**config.mk**
```make
export PLATFORM = sky130hd
export DESIGN_NAME = uart_core
export DESIGN_NICKNAME = d
export VERILOG_FILES = /design/src/rtl/uart_core.sv
export SDC_FILE = /design/constraint.sdc
export NUM_CORES = 1
export LEC_CHECK = 0
export CORE_MARGIN = 3
export CORE_UTILIZATION = 25
export DETAILED_ROUTE_END_ITERATION = 10
export PLACE_DENSITY = 0.52
export SKIP_LAST_GASP = 1
export SYNTH_ARGS = -nofsm -noshare
export SYNTH_HDL_FRONTEND = slang
export SYNTH_SLANG_ARGS = --single-unit
```
**constraint.sdc**
```tcl
create_clock -name clk -period 2.25 [get_ports clk]
set_input_delay 0.45 -clock clk [delete_from_list [all_inputs] [get_ports clk]]
set_output_delay 0.45 -clock clk [all_outputs]
set_load 0.005 [all_outputs]
```
**src/rtl/uart_core.sv**
```systemverilog
// Full-duplex UART: free-running transmitter and mid-bit-sampling receiver
// with configurable data width, parity and stop bits.
module uart_core #(
    parameter int CLK_PER_BIT = 104,
    parameter int DATA_BITS   = 8,
    parameter int PARITY      = 0,
    parameter int STOP_BITS   = 1
) (
    input  logic                 clk,
    input  logic                 rst_n,
    input  logic [DATA_BITS-1:0] tx_data,
    input  logic                 tx_start,
    output logic                 tx,
    output logic                 tx_busy,
    input  logic                 rx,
    output logic [DATA_BITS-1:0] rx_data,
    output logic                 rx_valid,
    output logic                 rx_frame_err,
    output logic                 rx_parity_err
);

    localparam int CW = $clog2(CLK_PER_BIT);
    localparam logic [CW-1:0] BAUD_LAST = CW'(CLK_PER_BIT - 1);
    localparam logic [CW-1:0] BAUD_HALF = CW'((CLK_PER_BIT - 1) / 2);
    localparam logic [3:0]    DATA_LAST = 4'(DATA_BITS - 1);
    localparam logic [3:0]    STOP_LAST = 4'(STOP_BITS - 1);
    localparam logic          HAS_PAR   = (PARITY != 0);
    localparam logic          ODD       = (PARITY == 1);

    // S_WAIT is used only by the receiver, to hold off after a frame error.
    typedef enum logic [2:0] {
        S_IDLE, S_START, S_DATA, S_PARITY, S_STOP, S_WAIT
    } state_t;

    state_t                tx_state;
    logic [CW-1:0]         tx_baud;
    logic [3:0]            tx_bit;
    logic [DATA_BITS-1:0]  tx_shift;
    logic                  tx_par;

    always_ff @(posedge clk or negedge rst_n) begin
        if (!rst_n) begin
            tx_state <= S_IDLE;
            tx_baud  <= '0;
            tx_bit   <= '0;
            tx_shift <= '0;
            tx_par   <= 1'b0;
            tx       <= 1'b1;
            tx_busy  <= 1'b0;
        end else if (tx_state == S_IDLE) begin
            if (tx_start) begin
                tx_shift <= tx_data;
                tx_par   <= (^tx_data) ^ ODD;
                tx       <= 1'b0;
                tx_busy  <= 1'b1;
                tx_baud  <= '0;
                tx_bit   <= '0;
                tx_state <= S_START;
            end
        end else if (tx_baud != BAUD_LAST) begin
            tx_baud <= tx_baud + 1'b1;
        end else begin
            tx_baud <= '0;
            case (tx_state)
                S_START: begin
                    tx       <= tx_shift[0];
                    tx_shift <= tx_shift >> 1;
                    tx_state <= S_DATA;
                end
                S_DATA: begin
                    if (tx_bit == DATA_LAST) begin
                        tx_bit <= '0;
                        if (HAS_PAR) begin
                            tx       <= tx_par;
                            tx_state <= S_PARITY;
                        end else begin
                            tx       <= 1'b1;
                            tx_state <= S_STOP;
                        end
                    end else begin
                        tx_bit   <= tx_bit + 1'b1;
                        tx       <= tx_shift[0];
                        tx_shift <= tx_shift >> 1;
                    end
                end
                S_PARITY: begin
                    tx       <= 1'b1;
                    tx_state <= S_STOP;
                end
                S_STOP: begin
                    if (tx_bit == STOP_LAST) begin
                        tx_bit   <= '0;
                        tx       <= 1'b1;
                        tx_busy  <= 1'b0;
                        tx_state <= S_IDLE;
                    end else begin
                        tx_bit <= tx_bit + 1'b1;
                    end
                end
                default: begin
                    tx       <= 1'b1;
                    tx_busy  <= 1'b0;
                    tx_state <= S_IDLE;
                end
            endcase
        end
    end

    logic                  rx_s1, rx_s2, rx_prev;
    state_t                rx_state;
    logic [CW-1:0]         rx_baud;
    logic [3:0]            rx_bit;
    logic [DATA_BITS-1:0]  rx_shift;
    logic                  rx_par_bit;

    // Synchronizer flops reset high so reset release never looks like a start edge.
    always_ff @(posedge clk or negedge rst_n) begin
        if (!rst_n) begin
            rx_s1         <= 1'b1;
            rx_s2         <= 1'b1;
            rx_prev       <= 1'b1;
            rx_state      <= S_IDLE;
            rx_baud       <= '0;
            rx_bit        <= '0;
            rx_shift      <= '0;
            rx_par_bit    <= 1'b0;
            rx_data       <= '0;
            rx_valid      <= 1'b0;
            rx_frame_err  <= 1'b0;
            rx_parity_err <= 1'b0;
        end else begin
            rx_s1         <= rx;
            rx_s2         <= rx_s1;
            rx_prev       <= rx_s2;
            rx_valid      <= 1'b0;
            rx_frame_err  <= 1'b0;
            rx_parity_err <= 1'b0;
            case (rx_state)
                S_IDLE: begin
                    if (rx_prev && !rx_s2) begin
                        rx_baud  <= '0;
                        rx_state <= S_START;
                    end
                end
                S_START: begin
                    if (rx_baud == BAUD_HALF) begin
                        rx_baud  <= '0;
                        rx_bit   <= '0;
                        rx_state <= rx_s2 ? S_IDLE : S_DATA;
                    end else begin
                        rx_baud <= rx_baud + 1'b1;
                    end
                end
                S_DATA, S_PARITY, S_STOP: begin
                    if (rx_baud != BAUD_LAST) begin
                        rx_baud <= rx_baud + 1'b1;
                    end else begin
                        rx_baud <= '0;
                        if (rx_state == S_DATA) begin
                            rx_shift <= {rx_s2, rx_shift[DATA_BITS-1:1]};
                            if (rx_bit == DATA_LAST) begin
                                rx_state <= HAS_PAR ? S_PARITY : S_STOP;
                            end else begin
                                rx_bit <= rx_bit + 1'b1;
                            end
                        end else if (rx_state == S_PARITY) begin
                            rx_par_bit <= rx_s2;
                            rx_state   <= S_STOP;
                        end else if (rx_s2) begin
                            rx_data       <= rx_shift;
                            rx_valid      <= 1'b1;
                            rx_parity_err <= HAS_PAR && ((^rx_shift) ^ ODD ^ rx_par_bit);
                            rx_state      <= S_IDLE;
                        end else begin
                            rx_frame_err <= 1'b1;
                            rx_state     <= S_WAIT;
                        end
                    end
                end
                S_WAIT: begin
                    if (rx_s2) rx_state <= S_IDLE;
                end
                default: rx_state <= S_IDLE;
            endcase
        end
    end

endmodule

```
==> results by group <==
Status
  • Status: completed

Critical path
  • Crit path max fanout: 4
  • CP startpoint kind: flop
  • FF-to-FF setup slack: 0.17 ns
  • Setup CP Type: reg2reg
  • Crit. End Element: flop
  • Worst r2r dst: rx_bit[0]
  • WP data required: 2.45 ns
  • Worst r2r src: rx_baud[0]
  • Reg2Reg Depth: 5
  • CP arrival: 2.29 ns

Power
  • P_sw: 0.00142 W
  • Part of the power in the clock network: 33.8%
  • Power Total: 0.00431 W
  • LEAKAGE: 1.68 nW
  • Seq pwr share: 36.7%
  • Logic pwr share: 29.5%
  • Switch share: 32.9%
  • Power Density: 1080 mW/mm²
  • P_int: 0.00289 W
  • VDD IR max: 0.354 mV

Routing
  • Initial DRC count: 210
  • Post-route antenna net violation count: 0
  • Avg WL per Cell: 12.8 µm
  • Vias per inst: 4.60
  • # DRC: 0
  • DR vias: 2401
  • Final wirelength: 6.70 mm
  • Iteration count of the initial detailed-routing pass: 5

Die
  • Row count: 40
  • Die ar.: 0.0139 mm²
  • Core ar.: 0.0121 mm²
  • Width of the chip: 118 µm
  • I/O pin count: 25
  • Die H: 118 µm
  • Initial Utilization: 25.8%

Clocking
  • Worst-skew pair later-pin latency: 0.32 ns
  • Hold buffer count at CTS: 0
  • CTS H-Tree Depth: 3
  • CTS Sinks: 59
  • CTS tree: built
  • Resize count post-CTS: 0
  • Worst-case clock buffer depth: 2
  • Worst-path clk slew: 0.06 ns
  • Post-CTS setup buffer count: 0
  • CTS Buf Count: 9
  • Clock root cell: clkbuf_16

Global route
  • Initial antenna violation count: 0
  • GRT Total Usage: 10.1%
  • First-pass GRT wire length: 11.6 mm
  • Met2 Track Usage GR: 15.0%
  • Layer with the highest usage: met2
  • Largest net degree at the start of global routing: 40
  • Grt total ovfl: 0
  • Met3 GRT Util: 2.45%
  • Vias in the first global route: 2335
  • GR Util met1: 14.0%

Finish
  • Antenna Cells: 0
  • Non-Filler Instances: 522
  • Layout fillers: 1280
  • Footprint of the multi-input gates: 0.00155 mm²
  • P&R area growth vs syn: 27.0%
  • Most frequent cells in the layout: 55 x dfrtp_1, 41 x nand2_1, 28 x mux2_2
  • Reg area: 0.00148 mm²
  • Layout net count: 366
  • Commonest non-fill, non-tap cell in the layout: dfrtp_1
  • Layout cells sized above 1: 22.6%
  • Fin util: 32.8%
  • Finished Cell Area: 0.00398 mm²

Synthesis
  • Register area share after synthesis: 47.3%
  • Post-synth ARST share: 100%
  • Syn Std Cell Area: 0.00313 mm²
  • #FFs+latches synth: 59
  • Yosys warns: 0
  • Avg Cell Area, Syn: 10.1 µm²
  • Syn_nets: 326
  • Post-synthesis cell count: 309
  • Yosys cell types: 60
  • Top FF cell, synth: dfrtp_1
  • EDFF count, synth: 0

Timing
  • Final setup violation count: 0
  • Layout Skew: 0.00562 ns
  • Setup TNS: 0 ns
  • Worst Tran Pin Value: 0.551 ns
  • Tmin final: 2.08 ns
  • Crit share post-route: 92.7%
  • Final Hold Vio Count: 0
  • RSZ-0062 raised after global routing: no
  • Max Freq: 480 MHz
  • Max Slew Vio Count: 0
  • Rel. slew slack: 62.9%

Place
  • Number of I/O port buffers: 23
  • Hpwl dp: 4.71 mm
  • Post-Place Cell Area: 0.00366 mm²
  • GP Congestion: 0.793
  • Placed insts: 506

Min path
  • Min-delay worst type: in2async

Flow run
  • Max-cap violations: 0
registers in the layout (all words and copies together) (netlist names), 3 cells and up:
register,cells
tx_shift,8
rx_state,3
tx_state,3
tx_bit,4
rx_shift,8
tx_baud,7
rx_baud,7
rx_bit,4
rx_data,8
power by group through the flow:
stage	Sequential (W)	Clock (W)	Combinational, W
final	0.00158	0.00146	0.00127
after global placement	0.00160	0	0.00125
after CTS	0.00158	0.00151	0.00128
after global routing	0.00163	0.00155	0.00145
after detailed placement	0.00160	0	0.00127
after floorplan	0.00148	0	0.000954
metrics by stage:
step | hold slack [ns] | setup WS, ns
after floorplan | 0.154 | 0.136
after global placement | 0.348 | 0.209
after detailed placement | 0.347 | 0.174
after CTS | 0.129 | 0.162
after global routing | 0.142 | 0.0614
final | 0.107 | 0.165
kinds of logic (layout without fill, tap and decap cells):
group / count (synthesis) / after routing / share of synthesized area (%)
other: 1 / 1 / 0.120
buffers and inverters: 24 / 69 / 3.08
multiplexers: 33 / 33 / 11.7
AO/OA/AOI/OAI: 69 / 69 / 15.3
AND/OR/NAND/NOR: 117 / 117 / 20.2
XOR/XNOR: 1 / 1 / 0.280
adder cells (fa/ha/maj): 5 / 5 / 2.00
flip-flops: 59 / 59 / 47.3
critical path, stage by stage, from the launching register on:
cell and delay, ns:
dfrtp_1 0.38, ha_1 0.17, or4b_4 0.49, or3b_4 0.42, a21oi_4 0.16, mux2_2 0.34
worst max path at each step:
stage | end | slack (ns) | cells after the start | startpoint
5_1_grt | tx_state[2] | 0.06 | 6 | tx_bit[0]
3_3_place_gp | rx_bit[0] | 0.21 | 5 | rx_baud[0]
3_5_place_dp | rx_bit[0] | 0.17 | 5 | rx_baud[0]
4_1_cts | rx_bit[0] | 0.16 | 5 | rx_baud[0]
6_report | rx_bit[0] | 0.17 | 5 | rx_baud[0]
2_1_floorplan | rx_bit[0] | 0.14 | 5 | rx_baud[0]
metal layers:
layer	up-vias	wire length (µm)	share of wire (%)
met3	2	203	3.0
met4	0	55	0.82
met2	36	3000	45
met5	-	0	0
li1	1192	-	-
met1	1171	3440	51
area by class of cell:
class,count,share of cell area [%]
Multi-Input combinational cell,226,39.0
Sequential cell,59,37.3
Timing Repair Buffer,40,9.19
Clock buffer,9,5.67
Tap cell,168,5.29
Clock inverter,7,2.33
Inverter,13,1.23
Yosys cell counts (3+ instances only):
| cell type | count | area [µm²] |
|---|---|---|
| dfstp_2 | 4 | 105 |
| a21oi_1 | 7 | 35.0 |
| nor3_1 | 6 | 30.0 |
| mux2i_1 | 5 | 50.1 |
| nand2_1 | 41 | 154 |
| ha_1 | 5 | 62.6 |
| nand3_1 | 9 | 45.0 |
| o21ai_0 | 24 | 120 |
| and3_1 | 5 | 31.3 |
| nor2_1 | 15 | 56.3 |
| dfrtp_1 | 55 | 1380 |
| clkbuf_1 | 7 | 26.3 |
| nand4_1 | 3 | 18.8 |
| nor3b_1 | 4 | 30.0 |
| inv_1 | 13 | 48.8 |
| o211ai_1 | 6 | 45.0 |
| o31ai_1 | 4 | 30.0 |
| mux2_2 | 28 | 315 |
| nand3b_1 | 4 | 30.0 |
| nor2b_1 | 9 | 56.3 |
Power figures use the tool's default switching activity.
